**config.mk**
```make
export PLATFORM = sky130hd
export DESIGN_NAME = multicycle_ctrl
export DESIGN_NICKNAME = d
export VERILOG_FILES = /design/src/rtl/rv32_pkg.sv /design/src/rtl/multicycle_ctrl_op_classifier.sv /design/src/rtl/multicycle_ctrl.sv
export SDC_FILE = /design/constraint.sdc
export NUM_CORES = 1
export LEC_CHECK = 0
export ABC_AREA = 0
export CAP_MARGIN = 10
export CORE_ASPECT_RATIO = 0.8
export CORE_MARGIN = 1.5
export CORE_UTILIZATION = 31
export DETAILED_ROUTE_END_ITERATION = 10
export GPL_TIMING_DRIVEN = 0
export HOLD_SLACK_MARGIN = 0.05
export PLACE_DENSITY_LB_ADDON = 0.3
export SETUP_SLACK_MARGIN = 0.02
export SYNTH_ARGS = -nofsm -noshare
export SYNTH_HDL_FRONTEND = slang
export SYNTH_SLANG_ARGS = --single-unit
```
**constraint.sdc**
```tcl
create_clock -name clk -period 2.06 [get_ports clk]
set_input_delay 0.206 -clock clk [delete_from_list [all_inputs] [get_ports clk]]
set_output_delay 0.206 -clock clk [all_outputs]
set_load 0.01 [all_outputs]
```
**src/rtl/rv32_pkg.sv**
```systemverilog
// Shared encodings for the RV32I multicycle control path: opcodes,
// instruction classes driven on alu_op, FSM states and mux selects.
package rv32_pkg;

    localparam logic [6:0] OPC_OP     = 7'b0110011;
    localparam logic [6:0] OPC_OP_IMM = 7'b0010011;
    localparam logic [6:0] OPC_LOAD   = 7'b0000011;
    localparam logic [6:0] OPC_STORE  = 7'b0100011;
    localparam logic [6:0] OPC_BRANCH = 7'b1100011;
    localparam logic [6:0] OPC_AUIPC  = 7'b0010111;
    localparam logic [6:0] OPC_LUI    = 7'b0110111;
    localparam logic [6:0] OPC_JALR   = 7'b1100111;
    localparam logic [6:0] OPC_JAL    = 7'b1101111;

    // Instruction class handed to alu_decoder.
    typedef enum logic [2:0] {
        CLS_ALU    = 3'b000,
        CLS_LOAD   = 3'b001,
        CLS_STORE  = 3'b010,
        CLS_BRANCH = 3'b011,
        CLS_AUIPC  = 3'b100,
        CLS_LUI    = 3'b101,
        CLS_JALR   = 3'b110,
        CLS_JAL    = 3'b111
    } alu_class_e;

    typedef enum logic [2:0] {
        ST_FETCH     = 3'd0,
        ST_DECODE    = 3'd1,
        ST_EXECUTE   = 3'd2,
        ST_MEMORY    = 3'd3,
        ST_WRITEBACK = 3'd4,
        ST_HALT      = 3'd5
    } state_e;

    localparam logic [1:0] PC_SRC_PLUS4 = 2'b00;
    localparam logic [1:0] PC_SRC_IMM   = 2'b01;
    localparam logic [1:0] PC_SRC_ALU   = 2'b10;

    localparam logic [1:0] RES_SRC_ALU  = 2'b00;
    localparam logic [1:0] RES_SRC_MEM  = 2'b01;
    localparam logic [1:0] RES_SRC_PC4  = 2'b10;

    localparam logic [1:0] SRC_A_RS1    = 2'b00;
    localparam logic [1:0] SRC_A_PC     = 2'b01;
    localparam logic [1:0] SRC_A_ZERO   = 2'b10;

    localparam logic SRC_B_RS2 = 1'b0;
    localparam logic SRC_B_IMM = 1'b1;

    // funct3 010/011 have no branch meaning in RV32I.
    function automatic logic branch_funct3_ok(input logic [2:0] funct3);
        return (funct3 != 3'b010) && (funct3 != 3'b011);
    endfunction

    // Branch condition from the ALU comparison flags.
    function automatic logic branch_taken(input logic [2:0] funct3, input logic zero,
                                          input logic lt, input logic ltu);
        logic taken;
        case (funct3)
            3'b000:  taken = zero;
            3'b001:  taken = !zero;
            3'b100:  taken = lt;
            3'b101:  taken = !lt;
            3'b110:  taken = ltu;
            3'b111:  taken = !ltu;
            default: taken = 1'b0;
        endcase
        return taken;
    endfunction

endpackage

```
**src/rtl/multicycle_ctrl_op_classifier.sv**
```systemverilog
// Combinational opcode classifier: maps the 7-bit opcode to an instruction
// class and flags anything outside the supported RV32I subset.
module op_classifier
    import rv32_pkg::*;
#(
    parameter int OP_WIDTH = 7
) (
    input  logic [OP_WIDTH-1:0] opcode,
    output alu_class_e          op_class,
    output logic                legal
);

    // Opcode lookup; FENCE, SYSTEM and unknown opcodes are illegal.
    always_comb begin
        op_class = CLS_ALU;
        legal    = 1'b1;
        case (opcode)
            OP_WIDTH'(OPC_OP), OP_WIDTH'(OPC_OP_IMM): op_class = CLS_ALU;
            OP_WIDTH'(OPC_LOAD):                     op_class = CLS_LOAD;
            OP_WIDTH'(OPC_STORE):                    op_class = CLS_STORE;
            OP_WIDTH'(OPC_BRANCH):                   op_class = CLS_BRANCH;
            OP_WIDTH'(OPC_AUIPC):                    op_class = CLS_AUIPC;
            OP_WIDTH'(OPC_LUI):                      op_class = CLS_LUI;
            OP_WIDTH'(OPC_JALR):                     op_class = CLS_JALR;
            OP_WIDTH'(OPC_JAL):                      op_class = CLS_JAL;
            default:                                 legal    = 1'b0;
        endcase
    end

endmodule

```
**src/rtl/multicycle_ctrl.sv**
```systemverilog
// Multicycle RV32I sequencer: steps each instruction through fetch, decode,
// execute, memory and writeback, sharing one ALU and one memory port.
// Outputs are decoded from the state and IR (Mealy on mem_ready/flags).
module multicycle_ctrl
    import rv32_pkg::*;
#(
    parameter int ALUOP_WIDTH = 3,
    parameter int OP_WIDTH    = 7
) (
    input  logic                   clk,
    input  logic                   rst,
    input  logic [31:0]            instr,
    input  logic                   alu_zero,
    input  logic                   alu_lt,
    input  logic                   alu_ltu,
    input  logic                   mem_ready,
    output logic                   mem_req,
    output logic                   mem_we,
    output logic                   addr_sel,
    output logic                   ir_we,
    output logic                   pc_we,
    output logic [1:0]             pc_src,
    output logic                   reg_we,
    output logic [1:0]             result_src,
    output logic [1:0]             alu_src_a,
    output logic                   alu_src_b,
    output logic [ALUOP_WIDTH-1:0] alu_op,
    output logic                   retire,
    output logic                   illegal
);

    state_e              state_reg;
    logic                illegal_reg;
    alu_class_e          op_class;
    alu_class_e          cls_out;
    logic                op_legal;
    logic [OP_WIDTH-1:0] opcode;
    logic [2:0]          funct3;
    logic                is_r_type;
    logic                br_ok;
    logic                br_taken;
    logic                unused_instr_bits;

    assign opcode            = instr[OP_WIDTH-1:0];
    assign funct3            = instr[14:12];
    assign is_r_type         = (opcode == OP_WIDTH'(OPC_OP));
    assign br_ok             = branch_funct3_ok(funct3);
    assign br_taken          = branch_taken(funct3, alu_zero, alu_lt, alu_ltu);
    assign unused_instr_bits = ^{instr[31:15], instr[11:7]};

    op_classifier #(
        .OP_WIDTH (OP_WIDTH)
    ) u_classifier (
        .opcode   (opcode),
        .op_class (op_class),
        .legal    (op_legal)
    );

    // State sequencing and the sticky illegal flag (set on entry to HALT).
    always_ff @(posedge clk) begin
        if (rst) begin
            state_reg   <= ST_FETCH;
            illegal_reg <= 1'b0;
        end else begin
            case (state_reg)
                ST_FETCH: begin
                    if (mem_ready) state_reg <= ST_DECODE;
                end
                ST_DECODE: begin
                    if (op_legal) begin
                        state_reg <= ST_EXECUTE;
                    end else begin
                        state_reg   <= ST_HALT;
                        illegal_reg <= 1'b1;
                    end
                end
                ST_EXECUTE: begin
                    if (op_class == CLS_BRANCH) begin
                        if (br_ok) begin
                            state_reg <= ST_FETCH;
                        end else begin
                            state_reg   <= ST_HALT;
                            illegal_reg <= 1'b1;
                        end
                    end else if (op_class == CLS_LOAD || op_class == CLS_STORE) begin
                        state_reg <= ST_MEMORY;
                    end else begin
                        state_reg <= ST_WRITEBACK;
                    end
                end
                ST_MEMORY: begin
                    if (mem_ready) begin
                        state_reg <= (op_class == CLS_STORE) ? ST_FETCH : ST_WRITEBACK;
                    end
                end
                ST_WRITEBACK: state_reg <= ST_FETCH;
                ST_HALT:      state_reg <= ST_HALT;
                default:      state_reg <= ST_FETCH;
            endcase
        end
    end

    // Control decode; everything is forced low while rst is high so an
    // outstanding memory request is dropped in the reset cycle itself.
    always_comb begin
        mem_req    = 1'b0;
        mem_we     = 1'b0;
        addr_sel   = 1'b0;
        ir_we      = 1'b0;
        pc_we      = 1'b0;
        pc_src     = PC_SRC_PLUS4;
        reg_we     = 1'b0;
        result_src = RES_SRC_ALU;
        alu_src_a  = SRC_A_RS1;
        alu_src_b  = SRC_B_RS2;
        cls_out    = CLS_ALU;
        retire     = 1'b0;
        if (!rst) begin
            case (state_reg)
                ST_FETCH: begin
                    mem_req = 1'b1;
                    ir_we   = mem_ready;
                end
                ST_DECODE: begin
                    cls_out = op_class;
                end
                ST_EXECUTE: begin
                    cls_out = op_class;
                    case (op_class)
                        CLS_ALU:   alu_src_b = is_r_type ? SRC_B_RS2 : SRC_B_IMM;
                        CLS_LOAD, CLS_STORE, CLS_JALR: alu_src_b = SRC_B_IMM;
                        CLS_AUIPC: begin
                            alu_src_a = SRC_A_PC;
                            alu_src_b = SRC_B_IMM;
                        end
                        CLS_LUI: begin
                            alu_src_a = SRC_A_ZERO;
                            alu_src_b = SRC_B_IMM;
                        end
                        default: ;
                    endcase
                    if (op_class == CLS_BRANCH && br_ok) begin
                        pc_we  = 1'b1;
                        retire = 1'b1;
                        pc_src = br_taken ? PC_SRC_IMM : PC_SRC_PLUS4;
                    end
                end
                ST_MEMORY: begin
                    cls_out  = op_class;
                    mem_req  = 1'b1;
                    addr_sel = 1'b1;
                    mem_we   = (op_class == CLS_STORE);
                    if (op_class == CLS_STORE && mem_ready) begin
                        pc_we  = 1'b1;
                        retire = 1'b1;
                    end
                end
                ST_WRITEBACK: begin
                    cls_out = op_class;
                    reg_we  = 1'b1;
                    pc_we   = 1'b1;
                    retire  = 1'b1;
                    if (op_class == CLS_LOAD) begin
                        result_src = RES_SRC_MEM;
                    end else if (op_class == CLS_JAL || op_class == CLS_JALR) begin
                        result_src = RES_SRC_PC4;
                    end
                    if (op_class == CLS_JAL) begin
                        pc_src = PC_SRC_IMM;
                    end else if (op_class == CLS_JALR) begin
                        pc_src = PC_SRC_ALU;
                    end
                end
                default: ;
            endcase
        end
    end

    assign alu_op  = ALUOP_WIDTH'(cls_out);
    assign illegal = illegal_reg & ~rst;

endmodule
```
==> results.txt <==
synthesized flop and latch total -> 4
Final Max Tran Viols -> 0
Setup-failing EPs final -> 3
worst-margin pin slew -> 0.283 ns
LEAKAGE -> 0.542 nW
clock net sink count -> 4
violated checks -> setup timing
Die X -> 58.4 um
die height -> 47.3 um
CTS tree -> yes
gr usage total -> 18.8%
number of synthesized flops with an enable pin -> 0
ys flop type -> dfxtp_1
Pwr Total -> 0.000383 W
Crit-path slowest cell -> or3_4
RSZ-0062 raised after global routing -> true
CP cell instances -> buf_8 > or3_4 > o32a_1 > o32a_1 > nor2_1 > ha_2 > buf_8 > nand3_4 > a21oi_4 > buf_6 > buf_6
Post-Route Skew -> 0.00186 ns
startpoint types -> primary input
CTS Buffer Depth -> 2
wire length per cell -> 13.8 um
Yosys cell types -> 42
Antenna Diode Count -> 0
Top Ports -> 56
maximum fanout along the worst path -> 5
# DRC -> 0
Cell Area, Synth -> 761 um^2
routability congestion estimate -> 0.869
switching fraction of total power -> 33.2%
GRT overflow -> 0
Syn Inst Count -> 110
slowest stage delay, CP -> 0.38 ns
max reg flops -> 3
row count -> 15
crit end category -> output port
die area -> 2760 um^2
Critical Path RT -> 1.85 ns
vias per cell -> 5.64
worst IR drop on VDD -> 0.000127 V
core area -> 2230 um^2
Net Sw Power -> 0.000127 W
Synth-to-Final Area Change -> 67.9%
Root Driver -> clkbuf_4
Multi-input gate area -> 699 um^2
Hold Crit Class -> reg2reg
layout cells sized above 1 -> 33.5%
total CTS buffers -> 3
fmax -> 0.476 GHz
CP Class -> in2out
status -> finished, violations left
Reg power frac -> 23.3%
Reg area -> 80.1 um^2
first-pass GRT wire length -> 4040 um
post-route setup slack -> -0.0405 ns
Hold WS -> 0.480 ns
Clock power frac -> 24.6%
first drt pass iteration count -> 4
M1 wire length -> 1190 um
final wirelength -> 2490 um
Placement Setup Slack -> -1.04 ns
yosys warns -> 0
fin crit share -> 102%
PwrDens -> 299 nW/um^2
initial core utilization -> 34.1%
Pint -> 0.000256 W
clock-pin transition on the worst setup and hold timing paths -> 0.04 ns
worst skew pair latency -> 0.23 ns
Worst slew margin -> 80.8%
# H-tree levels -> 1
CP arrival -> 1.89 ns
register area share after synthesis -> 10.5%
min Tclk post-route -> 2.10 ns
final hold violations -> 0
fill count -> 209
antenna-violating nets left -> 0
met2 WL -> 1090 um
Final #Nets -> 197
detailed placement HPWL -> 1740 um
Port Buf Inserts -> 32
DR top layer -> met4
vias in the first global route -> 881
wire length on met3 -> 171 um
routed vias -> 1,016
ys async rst share -> 0%
largest net degree at the start of global routing -> 11
Combinational Power Share -> 52.1%
mean post-synth cell area -> 6.92 um^2
DR iter-0 viols -> 32
initial antenna violation count -> 0
Syn Nets -> 150
max-cap violations -> 0
==> worst paths after layout <==
| path | startpoint | endpoint | slack (ns) | depth (start not counted) |
|---|---|---|---|---|
| worst min-delay path | illegal_reg | illegal_reg | 0.48 | 2 |
| worst max register to register | state_reg[1] | state_reg[0] | 0.61 | 3 |
| worst max-delay path | instr[6] | retire | -0.04 | 11 |
| worst min register to register | illegal_reg | illegal_reg | 0.48 | 2 |
==> final cells by class <==
| class | instances | area share, % |
|---|---|---|
| Clock buffer | 3 | 1.76 |
| Sequential cell | 4 | 6.27 |
| Inverter | 4 | 1.18 |
| Multi-Input combinational cell | 94 | 54.8 |
| Buffer | 8 | 5.39 |
| Timing Repair Buffer | 42 | 28.2 |
| Tap cell | 25 | 2.45 |
==> what timing repair did <==
item                       4_1_cts  5_1_grt
resized for setup               67       10
pin swaps                       12        9
setup endpoints to repair       18       11
hold buffers                     0        0
buffers inserted                 9        1
==> cell usage in the layout, fill, tap and decap left out, types with 3 or more instances in the layout <==
| cell | netlist | routed |
|---|---|---|
| a21o_1 | 3 | 3 |
| a21oi_2 | 1 | 3 |
| a31oi_1 | 3 | 3 |
| buf_2 | 0 | 7 |
| buf_4 | 1 | 10 |
| buf_6 | 1 | 4 |
| clkbuf_2 | 0 | 5 |
| clkbuf_4 | 0 | 4 |
| clkdlybuf4s50_1 | 0 | 14 |
| dfxtp_1 | 4 | 4 |
| dlygate4sd2_1 | 0 | 4 |
| inv_1 | 4 | 4 |
| nand2_1 | 7 | 6 |
| nand2b_1 | 3 | 3 |
| nand3_1 | 6 | 5 |
| nand3b_1 | 3 | 3 |
| nor2_1 | 9 | 8 |
| nor2b_1 | 4 | 3 |
| nor3_1 | 7 | 7 |
| o21ai_0 | 3 | 3 |
| o21bai_1 | 3 | 3 |
| o32a_1 | 4 | 4 |
| or3_4 | 2 | 3 |
==> synth_stat cells, drive strengths merged (2+ instances only) <==
cell type  n  area [um^2]
a21o       3         22.5
a21oi      6         33.8
a31oi      3         18.8
buf        2         18.8
clkbuf     6         22.5
dfxtp      4         80.1
ha         2         25.0
inv        4         15.0
nand2      7         26.3
nand2b     3         18.8
nand3      6         30.0
nand3b     3         22.5
nor2       9         33.8
nor2b      4         25.0
nor3       7         35.0
nor3b      2         15.0
nor4bb     2         20.0
o21ai      3         15.0
o21bai     3         22.5
o32a       4         40.0
or2        2         12.5
or3        5         41.3
or3b       2         17.5
xnor2      2         17.5
xor2       2         17.5
==> worst max-delay path: cells and delay by family <==
kind	cells	cell delay, ns
compound gates	3	0.51
buf+inv	4	0.42
simple gates	3	0.57
fa+ha+maj	1	0.19
==> power groups by stage <==
stage	logic, W	clock network (W)	registers [W]
detailed placement	0.000179	0	0.0000901
floorplan	0.000106	0	0.0000892
global route	0.000216	0.000107	0.0000901
global placement	0.000176	0	0.0000900
finish	0.000199	0.0000941	0.0000892
CTS	0.000195	0.0000966	0.0000891
==> per-layer routing <==
metal / vias to the layer above / GRT usage [%]
met1: 459 / 27.2
met4: 0 / 3.72
met2: 50 / 29.7
li1: 501 / -
met5: - / 0
met3: 6 / 2.75
==> logic make-up (layout without fill, tap and decap cells) <==
logic type      after synthesis  in the layout  synth area share [%]
compound gates               28             28                  26.5
xor+xnor                      4              4                  4.61
fa+ha+maj                     2              2                  3.29
buf+inv                      12             57                  7.40
flops                         4              4                  10.5
simple gates                 60             60                  47.7
==> per-stage QoR <==
stage          utilization [%]  TNS [ns]  instances  area [um^2]
2_1_floorplan                -         0        110          793
3_3_place_gp              51.3    -10.21        167         1140
3_5_place_dp              51.3    -10.60        167         1140
4_1_cts                   56.4    -0.102        179         1260
5_1_grt                   57.2    -0.622        180         1280
6_report                  57.2   -0.0744        180         1280
Power figures use the tool's default switching activity.
